**config.mk**
```make
export PLATFORM = sky130hd
export DESIGN_NAME = gpr_bank
export DESIGN_NICKNAME = d
export VERILOG_FILES = /design/src/rtl/gpr_bank.sv
export SDC_FILE = /design/constraint.sdc
export NUM_CORES = 2
export LEC_CHECK = 0
export ABC_CLOCK_PERIOD_IN_PS = 2850
export CAP_MARGIN = 20
export CORE_MARGIN = 2
export CORE_UTILIZATION = 50
export DETAILED_ROUTE_END_ITERATION = 10
export PLACE_DENSITY = 0.69
export SLEW_MARGIN = 25
export SYNTH_ARGS = -nofsm -noshare
export SYNTH_HDL_FRONTEND = slang
export SYNTH_SLANG_ARGS = --single-unit
```
**constraint.sdc**
```tcl
create_clock -name clk -period 2.85 [get_ports clk]
set_input_delay 0.57 -clock clk [delete_from_list [all_inputs] [get_ports clk]]
set_output_delay 0.57 -clock clk [all_outputs]
set_load 0.05 [all_outputs]
```
**src/rtl/gpr_bank.sv**
```systemverilog
// Multi-port general-purpose register bank: two combinational read ports, two
// write ports (port 1 wins on collision) and a one-entry-per-cycle clear sequencer.
// Optional same-cycle write-to-read forwarding is enabled by defining GPR_BYPASS_EN.
module gpr_bank #(
  parameter int DATA_W   = 32,
  parameter int ADDR_W   = 5,
  parameter int ZERO_REG = 1
) (
  input  logic              clk,
  input  logic              gpr_reset,
  input  logic [ADDR_W-1:0] a1,
  input  logic [ADDR_W-1:0] a2,
  output logic [DATA_W-1:0] rd1,
  output logic [DATA_W-1:0] rd2,
  input  logic              we0,
  input  logic [ADDR_W-1:0] a3,
  input  logic [DATA_W-1:0] wd0,
  input  logic              we1,
  input  logic [ADDR_W-1:0] a4,
  input  logic [DATA_W-1:0] wd1,
  input  logic              clr_req,
  output logic              busy,
  output logic              clr_done
);

  localparam int DEPTH = 2 ** ADDR_W;
  localparam logic [ADDR_W-1:0] LAST_IDX = '1;

  typedef enum logic {
    IDLE  = 1'b0,
    CLEAR = 1'b1
  } state_e;

  state_e            state_q, state_d;
  logic [ADDR_W-1:0] cnt_q, cnt_d;
  logic              clr_done_q, clr_done_d;
  logic [DATA_W-1:0] mem_q [DEPTH];
  logic [DATA_W-1:0] mem_d [DEPTH];
  logic              wr0_ok, wr1_ok;

  function automatic logic is_zero_reg(input logic [ADDR_W-1:0] addr);
    return (ZERO_REG != 0) && (addr == '0);
  endfunction

  assign busy     = (state_q == CLEAR);
  assign clr_done = clr_done_q;

  // A write only lands when the sequencer is idle and it does not target the hardwired entry.
  assign wr0_ok = we0 && !busy && !is_zero_reg(a3);
  assign wr1_ok = we1 && !busy && !is_zero_reg(a4);

  always_comb begin
    // NOTE: every output of this block gets a default first, otherwise a path
    // that skips an assignment would infer a latch.
    state_d    = state_q;
    cnt_d      = cnt_q;
    clr_done_d = 1'b0;
    mem_d      = mem_q;

    case (state_q)
      IDLE: begin
        if (wr0_ok) mem_d[a3] = wd0;
        if (wr1_ok) mem_d[a4] = wd1;
        if (clr_req) begin
          state_d = CLEAR;
          cnt_d   = '0;
        end
      end
      CLEAR: begin
        mem_d[cnt_q] = '0;
        if (cnt_q == LAST_IDX) begin
          state_d    = IDLE;
          cnt_d      = '0;
          clr_done_d = 1'b1;
        end else begin
          cnt_d = cnt_q + ADDR_W'(1);
        end
      end
      default: state_d = IDLE;
    endcase
  end

  always_ff @(posedge clk) begin
    // NOTE: sequential state uses non-blocking assignments so every flop
    // samples the pre-edge value regardless of statement order.
    if (gpr_reset) begin
      state_q    <= IDLE;
      cnt_q      <= '0;
      clr_done_q <= 1'b0;
      // NOTE: the storage array is deliberately reset here; the bank must read
      // all-zero after reset, so this is not a flop-only reset.
      for (int i = 0; i < DEPTH; i++) mem_q[i] <= '0;
    end else begin
      state_q    <= state_d;
      cnt_q      <= cnt_d;
      clr_done_q <= clr_done_d;
      for (int i = 0; i < DEPTH; i++) mem_q[i] <= mem_d[i];
    end
  end

`ifdef GPR_BYPASS_EN
  function automatic logic [DATA_W-1:0] read_port(input logic [ADDR_W-1:0] addr);
    if (wr1_ok && (a4 == addr)) return wd1;
    if (wr0_ok && (a3 == addr)) return wd0;
    return is_zero_reg(addr) ? '0 : mem_q[addr];
  endfunction
`else
  function automatic logic [DATA_W-1:0] read_port(input logic [ADDR_W-1:0] addr);
    return is_zero_reg(addr) ? '0 : mem_q[addr];
  endfunction
`endif

  always_comb begin
    rd1 = read_port(a1);
    rd2 = read_port(a2);
  end

endmodule

```
==> results.cfg <==
[outcome]
status = finished, violations left
violated_checks = setup timing

[sta]
final.min_clock_period_ns = 3.396
grt_setup_unrepaired = true
worst_hold_slack_ns = 0.3299
worst_slack_ns = -0.5462
maxSlewViolCount = 0
slew_limit_headroom = 0.4110
finClkSkew_ns = 0.02171
worstMarginPinSlew_ns = 0.8834
hold_viol = 0
final.period_utilization = 1.192
finalSetupTns_ns = -20.86
report.final.setup_viol = 64
fmax_mhz = 294.4

[synth]
synthArstFlopShare = 0
distinct_cell_type_count_of_the_synthesized_netlist = 71
synthesis.instances = 8037
number_of_register_bits_inferred_by_synthesis = 1031
synthDominantAreaCellType = dfxtp_1
post_synth_instance_area_um2 = 68050
netlist_top_cells_count = 1261 x o21ai_0, 1031 x dfxtp_1, 863 x nand2_1
synth.yosys.warnings = 0
post_synth_main_area_contributors = dfxtp_1 30%, mux4_2 17%, o21ai_0 9.3%
synth_top_area_share = 0.3033
synth.yosys.seq_area_share = 0.3033
synth.avg_cell_area_um2 = 8.467
number_of_flops_mapped_to_enable_cells_by_yosys = 0
syn_nets = 8131
yosys.cell_count.top_type = o21ai_0
ys.flop_type = dfxtp_1

[grt]
gr-usage-met2 = 0.6482
global_route_wire_length_before_repair_um = 474700
globalRoute.busiestLayer = met2
first_global_vias = 73250
grtUsageMet3 = 0.1286
grt_util_all_layers = 0.4491
number_of_antenna_violations_at_the_first_check_in_global_routing = 6
pin_count_of_the_biggest_net_entering_global_routing = 140
grt_overflow = 0
gr-usage-met1 = 0.5618

[drt]
wl_per_cell_um = 31.43
final_antenna_net_count = 0
first_pass_iters = 11
drt_drc_violations_left = 0
detailedRoute.firstIterationViolations = 12600
vias = 76540
routed_wl_um = 325600
viasPerCell = 7.390

[floorplanning]
die_w_um = 372.9
effective_utilization_at_floorplan = 0.5029
placeable_core_area_um2 = 135300
floorplan.die.height_um = 372.9
floorplan.io_pins = 155
fp.dieArea_um2 = 139100
core.rowCount = 135

[power]
netSwitchingPower_mw = 11.85
report.power.total_mw = 38.85
cell_internal_pwr_mw = 27.00
swShare = 0.3051
sequentialPowerShare = 0.381
ir_worst_vdd_uv = 487.4
leakage_nw = 32.43
power_per_cell_area_nw_per_um2 = 441.9
clk_network_pwr_share = 0.421
share_comb_of_total_power = 0.198

[worst_setup_path]
critPathArrivalTime_ns = 2.83
worstPathRequired_ns = 2.28
timing.critical_path.cells = mux4_2, a22oi_1, nand2_1, a21oi_2, a2111oi_4, buf_12
kind_of_start_point_of_the_critical_path = flop
slowest_delay_ns = 0.45
critical_path.max_fanout = 4
critical_path_class = reg -> out
critical-path-slowest-cell = mux4_2
path_buf_inv = 1
critical_path.endpoint_type = output pin
path_delay_family = compound AO/OA/AOI/OAI gates

[run]
max_cap_viol_count = 0

[final_layout]
drive_gt1_frac = 0.3027
multi_input_comb_area_um2 = 45740
numnets_final = 8572
nFillCells = 10590
sequential_cell_area_um2 = 20880
area_delta_synth_final_pct = 29.20
final_core_util = 0.6498
post-route-cell-area_um2 = 87920
layoutNonFillerInstCount = 10360

[clock_network]
max-clock-path-buffers = 3
tritoncts = done
tritoncts_sink_count = 1031
cts-htree-levels = 3
cts_root_buffer = clkbuf_16
clkLatencyLatePin_ns = 0.78
clk_pin_slew_worst_paths_ns = 0.06
number_of_buffers_added_by_the_clock_tree_synthesis_step = 117

[placement]
numPlacedInstances = 9998
pre_cts_slack_ns = -0.7612
post-dp-hpwl_um = 219300
place_congestion = 0.9979
postPlaceCellArea_um2 = 80390
portBuffers = 154

[hold_path]
worstHoldPathType = in -> reg
-- layout make-up --
type / instances / share of cell area
clock inverters: 46 / 0.006333
multi-input cells: 5957 / 0.5203
well taps: 1781 / 0.02535
flip-flops and latches: 1031 / 0.2375
diodes: 1 / 0.00002846
repair buffers: 1366 / 0.1708
inverters: 5 / 0.0002135
clock buffers: 171 / 0.03951
-- registers in the layout (all words and copies together) (netlist names) --
signal	flops
mem_q	1024
cnt_q	5
busy	1
clr_done	1
-- kinds of logic (layout without fill, tap and decap cells) --
family                   after synthesis  count (layout)  share of synthesized area
multiplexers                         758             758                     0.2064
AO/OA/AOI/OAI                       3474            3474                     0.3141
other                                  0               1                          0
flip-flops                          1031            1031                     0.3033
buffers and inverters               1049            1588                    0.06638
AND/OR/NAND/NOR                     1720            1720                     0.1089
adder cells (fa/ha/maj)                5               5                  0.0009194
-- path summary, 6_finish.rpt --
kind | start | to | slack [ns] | cells after the start
min | gpr_reset | mem_q[227] | 0.33 | 3
max reg2reg | cnt_q[0] | mem_q[796] | 0.19 | 6
max | mem_q[480] | rd1[0] | -0.55 | 6
min reg2reg | mem_q[333] | mem_q[333] | 0.46 | 2
-- worst register-to-register path, delay by kind of cell, from the launching register on --
kind,cells,cell delay (ns)
and+or+nand+nor,1,0.39
DFF,1,0.45
AOI/OAI and AO/OA,3,0.75
buffers and inverters,1,0.51
adders and majority gates,1,0.42
-- metal layers --
layer	share of wire	wire, µm
met1	0.35	112700
met2	0.41	134800
met3	0.14	46610
met4	0.097	31480
met5	0.000086	28
-- power by group through the flow --
stage / sequential (mW) / combinational [mW] / clock [mW]
3_3_place_gp: 15.1 / 6.72 / 0
6_report: 14.8 / 7.69 / 16.4
5_1_grt: 14.8 / 7.88 / 16.9
3_5_place_dp: 15.1 / 6.86 / 0
4_1_cts: 14.8 / 7.21 / 16.3
2_1_floorplan: 15.0 / 3.72 / 0
-- placed cells by master (no fill, tap or decap), types with 64 or more instances in the layout --
master           count
a311oi_1            70
o21ai_1             66
buf_4              894
clkdlybuf4s50_1     77
a32oi_1             71
nor2_1             402
dfxtp_2            181
a21o_1             218
o21ai_0           1227
a22o_1             127
nand2_1            853
a31oi_1            136
buf_6               64
buf_12             275
mux4_2             512
mux2i_1            184
o31ai_1            250
dfxtp_1            846
nand3_1            100
o2bb2ai_1          179
clkbuf_16          127
a21oi_1            761
nor2b_1             94
-- timing repair --
item / in CTS / in global routing
setup buffers: 82 / 71
gates resized for setup: 409 / 154
hold buffers: 0 / 0
pin swaps: 70 / 44
setup endpoints to repair: 64 / 64
gates cloned: 14 / 3
No activity file was read; power rests on OpenSTA's default activity.
